[src/rtl/ddr_wr_burst_avl_bridge.sv]
// Turns the FIFO-side wr_burst request/pull/finish handshake into Avalon-MM burst writes.
// Long requests become MAX_BURST-sized sub-bursts; a 2-entry skid buffer hides FIFO read latency and stalls.
module ddr_wr_burst_avl_bridge #(
    parameter int MEM_DATA_BITS   = 64,
    parameter int ADDR_BITS       = 25,
    parameter int MAX_BURST       = 128,
    parameter int BURSTCOUNT_BITS = 8
) (
    input  logic                         mem_clk,
    input  logic                         mem_rst_n,
    input  logic                         wr_burst_req,
    input  logic [9:0]                   wr_burst_len,
    input  logic [ADDR_BITS-1:0]         wr_burst_addr,
    output logic                         wr_burst_data_req,
    input  logic [MEM_DATA_BITS-1:0]     wr_burst_data,
    output logic                         wr_burst_finish,
    output logic [ADDR_BITS-1:0]         avl_address,
    output logic                         avl_write,
    output logic [MEM_DATA_BITS-1:0]     avl_writedata,
    output logic [MEM_DATA_BITS/8-1:0]   avl_byteenable,
    output logic [BURSTCOUNT_BITS-1:0]   avl_burstcount,
    output logic                         avl_beginbursttransfer,
    input  logic                         avl_waitrequest,
    output logic                         busy,
    output logic [1:0]                   dbg_state_o
);
    // Handshake: an Avalon beat transfers in any cycle with avl_write & !avl_waitrequest.
    // The FIFO side has no backpressure, so a read is issued only when the buffer is sure to have room for it.
    typedef enum logic [1:0] {
        S_IDLE = 2'd0,
        S_DATA = 2'd1,
        S_DONE = 2'd2
    } state_e;

    localparam logic [9:0] MAX_LEN = 10'(MAX_BURST);

    state_e                       state_q, state_d;
    logic [ADDR_BITS-1:0]         addr_q, addr_d;
    logic [BURSTCOUNT_BITS-1:0]   sub_len_q, sub_len_d;
    logic [BURSTCOUNT_BITS-1:0]   sub_left_q, sub_left_d;
    logic [9:0]                   beat_left_q, beat_left_d;
    logic [9:0]                   rd_left_q, rd_left_d;
    logic                         first_q, first_d;
    logic                         rd_pend_q;

    logic [MEM_DATA_BITS-1:0]     buf_q [2];
    logic                         wr_ptr_q, rd_ptr_q;
    logic [1:0]                   buf_cnt_q;

    logic                         push, accept;
    logic [2:0]                   occ;

    function automatic logic [BURSTCOUNT_BITS-1:0] clip_len(input logic [9:0] n);
        return (n > MAX_LEN) ? BURSTCOUNT_BITS'(MAX_LEN) : BURSTCOUNT_BITS'(n);
    endfunction

    assign push      = rd_pend_q;
    assign avl_write = (buf_cnt_q != 2'd0);
    assign accept    = avl_write & ~avl_waitrequest;

    // Beats held plus beats in flight, minus the one leaving this cycle, must stay at most 1 before a new read.
    assign occ = {1'b0, buf_cnt_q} + {2'b00, rd_pend_q};
    assign wr_burst_data_req = (state_q == S_DATA) && (rd_left_q != 10'd0) &&
                               (occ <= (3'd1 + {2'b00, accept}));

    assign avl_writedata          = buf_q[rd_ptr_q];
    assign avl_address            = addr_q;
    assign avl_burstcount         = sub_len_q;
    assign avl_beginbursttransfer = avl_write & first_q;
    assign avl_byteenable         = '1;
    assign wr_burst_finish        = (state_q == S_DONE);
    assign busy                   = (state_q != S_IDLE);
    assign dbg_state_o            = state_q;

    always_comb begin
        state_d     = state_q;
        addr_d      = addr_q;
        sub_len_d   = sub_len_q;
        sub_left_d  = sub_left_q;
        beat_left_d = beat_left_q;
        rd_left_d   = rd_left_q;
        first_d     = first_q;
        case (state_q)
            S_IDLE: begin
                if (wr_burst_req) begin
                    addr_d = wr_burst_addr;
                    if (wr_burst_len == 10'd0) begin
                        state_d = S_DONE;
                    end else begin
                        rd_left_d   = wr_burst_len;
                        beat_left_d = wr_burst_len;
                        sub_len_d   = clip_len(wr_burst_len);
                        sub_left_d  = clip_len(wr_burst_len);
                        first_d     = 1'b1;
                        state_d     = S_DATA;
                    end
                end
            end
            S_DATA: begin
                if (wr_burst_data_req) begin
                    rd_left_d = rd_left_q - 10'd1;
                end
                if (accept) begin
                    first_d     = 1'b0;
                    beat_left_d = beat_left_q - 10'd1;
                    sub_left_d  = sub_left_q - BURSTCOUNT_BITS'(1);
                    if (beat_left_q == 10'd1) begin
                        state_d = S_DONE;
                    end else if (sub_left_q == BURSTCOUNT_BITS'(1)) begin
                        // Next sub-burst starts right after the one just completed.
                        addr_d     = addr_q + ADDR_BITS'(sub_len_q);
                        sub_len_d  = clip_len(beat_left_q - 10'd1);
                        sub_left_d = clip_len(beat_left_q - 10'd1);
                        first_d    = 1'b1;
                    end
                end
            end
            S_DONE: begin
                state_d = S_IDLE;
            end
            default: begin
                state_d = S_IDLE;
            end
        endcase
    end

    always_ff @(posedge mem_clk or negedge mem_rst_n) begin
        if (!mem_rst_n) begin
            state_q     <= S_IDLE;
            addr_q      <= '0;
            sub_len_q   <= '0;
            sub_left_q  <= '0;
            beat_left_q <= '0;
            rd_left_q   <= '0;
            first_q     <= 1'b0;
            rd_pend_q   <= 1'b0;
            buf_q[0]    <= '0;
            buf_q[1]    <= '0;
            wr_ptr_q    <= 1'b0;
            rd_ptr_q    <= 1'b0;
            buf_cnt_q   <= 2'd0;
        end else begin
            state_q     <= state_d;
            addr_q      <= addr_d;
            sub_len_q   <= sub_len_d;
            sub_left_q  <= sub_left_d;
            beat_left_q <= beat_left_d;
            rd_left_q   <= rd_left_d;
            first_q     <= first_d;
            rd_pend_q   <= wr_burst_data_req;
            if (push) begin
                buf_q[wr_ptr_q] <= wr_burst_data;
                wr_ptr_q        <= ~wr_ptr_q;
            end
            if (accept) begin
                rd_ptr_q <= ~rd_ptr_q;
            end
            buf_cnt_q <= buf_cnt_q + {1'b0, push} - {1'b0, accept};
        end
    end

    a_no_overflow: assert property (@(posedge mem_clk) disable iff (!mem_rst_n)
        !(push && !accept && (buf_cnt_q == 2'd2)));

endmodule
[config.mk]
export PLATFORM = sky130hd
export DESIGN_NAME = ddr_wr_burst_avl_bridge
export DESIGN_NICKNAME = d
export VERILOG_FILES = /design/src/rtl/ddr_wr_burst_avl_bridge.sv
export SDC_FILE = /design/constraint.sdc
export NUM_CORES = 1
export LEC_CHECK = 0
export CAP_MARGIN = 20
export CORE_MARGIN = 3
export CORE_UTILIZATION = 45
export DETAILED_ROUTE_END_ITERATION = 16
export GPL_ROUTABILITY_DRIVEN = 0
export PLACE_DENSITY = 0.79
export SYNTH_ARGS = -nofsm -noshare
export SYNTH_HDL_FRONTEND = slang
export SYNTH_SLANG_ARGS = --single-unit
[constraint.sdc]
create_clock -name mem_clk -period 4.47 [get_ports mem_clk]
set_clock_uncertainty 0.15 [all_clocks]
set_input_delay 0.894 -clock mem_clk [delete_from_list [all_inputs] [get_ports mem_clk]]
set_output_delay 0.894 -clock mem_clk [all_outputs]
set_load 0.01 [all_outputs]
Word level (Yosys, flattened, before mapping)
Cells that the tools add are included. W data, S select, Z words.

$add $sub $neg: 8. Reduce and logical (&&, ||, !) cells: 14. Equal/unequal tests: 11. Bitwise gates (word level): 7. Magnitude comparators: 6. Muxes and demuxes: 40.

Operators with widths (number): $mux W64 (4); $bwmux W128 (1); $mux W25 (4); $mux W8 (10); $demux W64 S1 (1); $pmux W25 S2 (1); $mux W10 (4); $pmux W10 S2 (2); $pmux W8 S2 (2); $add A25 B8 Y25 (1); $gt A10 B8 Y1 const B (2); $sub A10 B1 Y10 const B (2); $eq A10 B1 Y1 const B (1); $logic_not A10 Y1 (1); $ne A2 B2 Y1 const B (5); $reduce_bool A10 Y1 (1); $eq A8 B1 Y1 const B (1); $mux W2 (4); $reduce_and A4 Y1 (2); $sub A8 B1 Y8 const B (1); $reduce_and A6 Y1 (1); $reduce_bool A2 Y1 (3); $mux W1 (5); $reduce_and A5 Y1 (1); other kinds (18) (26).

Register bits: 197. Bits of input ports: 103.

Logic depth before layout (Yosys ltp)
Depth after elaboration: 7. Gate-level depth with buffers: 11.

Worst setup path before layout
OpenSTA, ideal clock, no wires.

Path type: in2out. Start: in avl_waitrequest. End: out wr_burst_data_req. Path slack: 1174 ps. Path buffers: 0. Stages: 6. Arrival: 2252 ps. Cells stage by stage: o21ba_2 > inv_1 > fa_1 > nor3b_1 > o21ai_0 > o311a_1.

Word-level cells in the longest chain between the ends: 5.

Ends and longest elaborated chain: start: declaration (RTL line 23) `input logic avl_waitrequest,`; $not A1 Y1 (RTL line 59) `assign accept = avl_write & ~avl_waitrequest;`; $and A1 B1 Y1 (RTL line 59); $add A1 B1 Y2 (RTL line 64) `(occ <= (3'd1 + {2'b00, accept}));`; $le A3 B2 Y1 (RTL line 64); $logic_and A1 B1 Y1 (RTL line 63) `assign wr_burst_data_req = (state_q == S_DATA) && (rd_left_q != 10'd0) &&`; end: declaration (RTL line 14) `output logic wr_burst_data_req,`.

No other way between the ends.

Worst setup path in the final report
Start: in avl_waitrequest. End: out wr_burst_data_req.

Word-level cells in the longest chain between the ends: 5.

Ends and longest elaborated chain: $not A1 Y1 (RTL line 59); $and A1 B1 Y1 (RTL line 59); named net accept (RTL line 50) `logic push, accept;`; $add A1 B1 Y2 (RTL line 64); $le A3 B2 Y1 (RTL line 64); $logic_and A1 B1 Y1 (RTL line 63).

The timed path passes the listed nets, and every way through them passes these cells.

==> results.sh <==
export IMPL_status="finished clean"
export IMPL_hold_violations=0
export IMPL_critPathKind="primary input to primary output"
export IMPL_max_clock_path_buffers=2
export IMPL_die_w_um=157
export IMPL_worst_endpoint_required_ns=3.43
export IMPL_start_kind="primary input"
export IMPL_count_of_distinct_cell_types_in_the_synthesized_netlist=73
export IMPL_highest_layer="met4"
export IMPL_design_core_area_um2=22200
export IMPL_synth_seq_area_share_pct=47.8
export IMPL_power_frac_seq_pct=32.0
export IMPL_synth_enable_flop_cells=0
export IMPL_globalRouteTotalUtil_pct=21.0
export IMPL_power_w=0.0104
export IMPL_kind_of_end_point_of_the_critical_path="primary output"
export IMPL_placement_rows=54
export IMPL_internal_power_w=0.00651
export IMPL_clkTransAtPathRegs_ns=0.07
export IMPL_worstRegToRegCells=7
export IMPL_grt_pass1_vias=8134
export IMPL_yosys_warnings=0
export IMPL_reg2reg_setup_slack_ns=1.61
export IMPL_ant_nets=0
export IMPL_max_slew_margin_rel_pct=39.1
export IMPL_switching_share_pct=37.2
export IMPL_maxCapViolations=0
export IMPL_metal_1_wl_um=11400
export IMPL_unrepaired_setup_endpoints_after_global_routing="no"
export IMPL_met3WireLength_um=2350
export IMPL_detail_route_first_pass_iterations=5
export IMPL_postSynth_asyncResetShare_pct=100
export IMPL_insertion_delay_ns=0.43
export IMPL_remaining_drcs=0
export IMPL_detailroute_via_count=7902
export IMPL_worst_slew_pin_slew_ns=0.912
export IMPL_htreeDepth=4
export IMPL_port_buffers=206
export IMPL_hp_class="flip-flop to flip-flop"
export IMPL_syn2layout_area_growth_pct=28.3
export IMPL_fmax_mhz=232
export IMPL_routedWlPerCell_um=18.7
export IMPL_initial_utilization_pct=46.5
export IMPL_synth_seq_cells=197
export IMPL_finish_net_count=1217
export IMPL_synth_avg_cell_area_um2=11.4
export IMPL_netlist_instances=904
export IMPL_clock_sinks=197
export IMPL_tritoncts_clock_tree="yes"
export IMPL_period_minus_slack_ns=4.32
export IMPL_final_cell_count_without_fillers=1388
export IMPL_power_leakage_nw=5.39
export IMPL_place_detailed_hpwl_um=18200
export IMPL_synth_ff_type="dfrtp_1"
export IMPL_share_comb_of_total_power_pct=52.9
export IMPL_number_of_antenna_violations_at_the_first_check_in_global_routing=0
export IMPL_grt_first_pass_wirelength_um=42100
export IMPL_floorplan_io_pins=215
export IMPL_met2_wirelength_um=11800
export IMPL_postCtsSetupBuffers=0
export IMPL_cts_root_buf="clkbuf_16"
export IMPL_cts_repair_resize_count=0
export IMPL_routed_wl_um=25900
export IMPL_layout_drive_gt1_share_pct=25.2
export IMPL_drt_vias_per_instance=5.69
export IMPL_setup_viol=0
export IMPL_critical_path_arrival_ns=3.27
export IMPL_holdPathStages=2
export IMPL_synth_area_um2=10300
export IMPL_fp_dieH_um=157
export IMPL_net_switching_power_w=0.00386
export IMPL_nFillCells=1834
export IMPL_numCtsBuffers=17
export IMPL_drt_initial_drc_count=484
export IMPL_die_area_um2=24800
export IMPL_finalMaxSlewViolations=0
export IMPL_clkPwrFrac_pct=15.1
export IMPL_grt_max_degree=110
export IMPL_grt_overflow_total=0
export IMPL_placedCellCount=1355
export IMPL_vdd_ir_drop_worst_mv=0.365
export IMPL_postCtsHoldBufs=0
export IMPL_layout_worst_path_cycle_share_pct=96.6
export IMPL_timing_critical_path_fanout_max=2
export IMPL_setup_tns_final_ns=0
export IMPL_power_density_cell_area_nw_per_um2=784
## worst max-delay path: stages
cell and delay (ns):
clkdlybuf4s50_1 0.41, o21ba_2 0.25, inv_1 0.07, fa_1 0.48, nor3b_1 0.16, o21ai_0 0.18, o311a_1 0.23, clkdlybuf4s50_1 0.61
## synthesized netlist by cell type, drive strengths merged, types with 9 or more instances
master / n / area, um^2
buf: 26 / 176
nand3: 17 / 85.1
o22a: 11 / 96.3
a211oi: 17 / 153
a31oi: 14 / 87.6
mux2: 192 / 2160
ha: 18 / 225
a21oi: 42 / 214
or3: 9 / 56.3
nor4: 11 / 98.8
and3: 10 / 62.6
o21ai: 32 / 175
nand2: 38 / 143
nor3: 23 / 130
xnor2: 10 / 87.6
dfrtp: 197 / 4930
inv: 21 / 78.8
clkbuf: 31 / 118
nor2: 73 / 274
## per-layer routing
| metal | up-vias | global-route usage, % |
|---|---|---|
| met2 | 326 | 33.5 |
| met5 | - | 0 |
| met3 | 33 | 6.63 |
| met1 | 3865 | 28.2 |
| met4 | 0 | 5.25 |
| li1 | 3678 | - |
## logic make-up (layout without fill, tap and decap cells)
logic type	after synthesis	in the layout	share of synthesized area, %
multiplexers	193	193	21.1
other	1	9	0.0364
buffers and inverters	78	274	3.62
AO/OA/AOI/OAI	173	173	12.1
flip-flops	197	197	47.8
AND/OR/NAND/NOR	230	230	11.8
adder cells (fa/ha/maj)	20	20	2.57
XOR/XNOR	12	12	1.02
## sequential cells by signal (all words and copies together), names as in the netlist
signal	count
wr_ptr_q	1
avl_address	25
first_q	1
buf_cnt_q	2
sub_left_q	8
buf_q	128
dbg_state_o	2
rd_left_q	10
avl_burstcount	8
push	1
beat_left_q	10
rd_ptr_q	1
## cells in the final DEF, fill, tap and decap left out, types with 6 or more instances in the layout
| cell | instances |
|---|---|
| a211oi_1 | 12 |
| a21oi_1 | 41 |
| a311oi_1 | 6 |
| a31oi_1 | 14 |
| and2_1 | 7 |
| and3_1 | 10 |
| buf_4 | 13 |
| clkbuf_16 | 17 |
| clkdlybuf4s50_1 | 205 |
| conb_1 | 8 |
| dfrtp_1 | 196 |
| ha_1 | 18 |
| inv_1 | 21 |
| mux2_2 | 192 |
| nand2_1 | 37 |
| nand3_1 | 17 |
| nor2_1 | 72 |
| nor2b_1 | 6 |
| nor3_1 | 20 |
| nor4_1 | 9 |
| o21ai_0 | 30 |
| o22a_1 | 11 |
| or3_1 | 9 |
| xnor2_1 | 10 |
## path summary, 6_finish.rpt
check	start	to
max	avl_waitrequest	wr_burst_data_req
min	first_q	first_q
max reg2reg	avl_address[1]	avl_address[11]
min reg2reg	first_q	first_q
max in group asynchronous	mem_rst_n	beat_left_q[2]
min in group asynchronous	mem_rst_n	buf_q[14]
## stage by stage
step	setup slack [ns]	hold WS, ns	area (um^2)	util, %
floorplan	1.17	0.289	10300	-
global placement	0.193	0.330	12600	56.9
detailed placement	0.190	0.333	12600	56.9
CTS	0.165	0.351	13200	59.7
global route	0.0604	0.364	13200	59.7
finish	0.152	0.338	13200	59.7
## cell type report
| class | count | area (um^2) | share of cell area, % |
|---|---|---|---|
| Multi-Input combinational cell | 636 | 5050 | 38.2 |
| Timing Repair Buffer | 221 | 2200 | 16.7 |
| Clock buffer | 18 | 429 | 3.24 |
| Clock inverter | 14 | 179 | 1.35 |
| Inverter | 21 | 78.8 | 0.596 |
| Tap cell | 280 | 350 | 2.65 |
| Antenna cell | 1 | 2.50 | 0.0189 |
| Sequential cell | 197 | 4930 | 37.3 |
## power by group through the flow
stage	Clock [W]	Combinational, W	Sequential, W
after floorplan	0	0.00359	0.00314
after global placement	0	0.00537	0.00328
after detailed placement	0	0.00548	0.00334
after CTS	0.00160	0.00553	0.00331
after global routing	0.00169	0.00596	0.00345
final	0.00157	0.00549	0.00332
No activity file was read; power rests on OpenSTA's default activity.
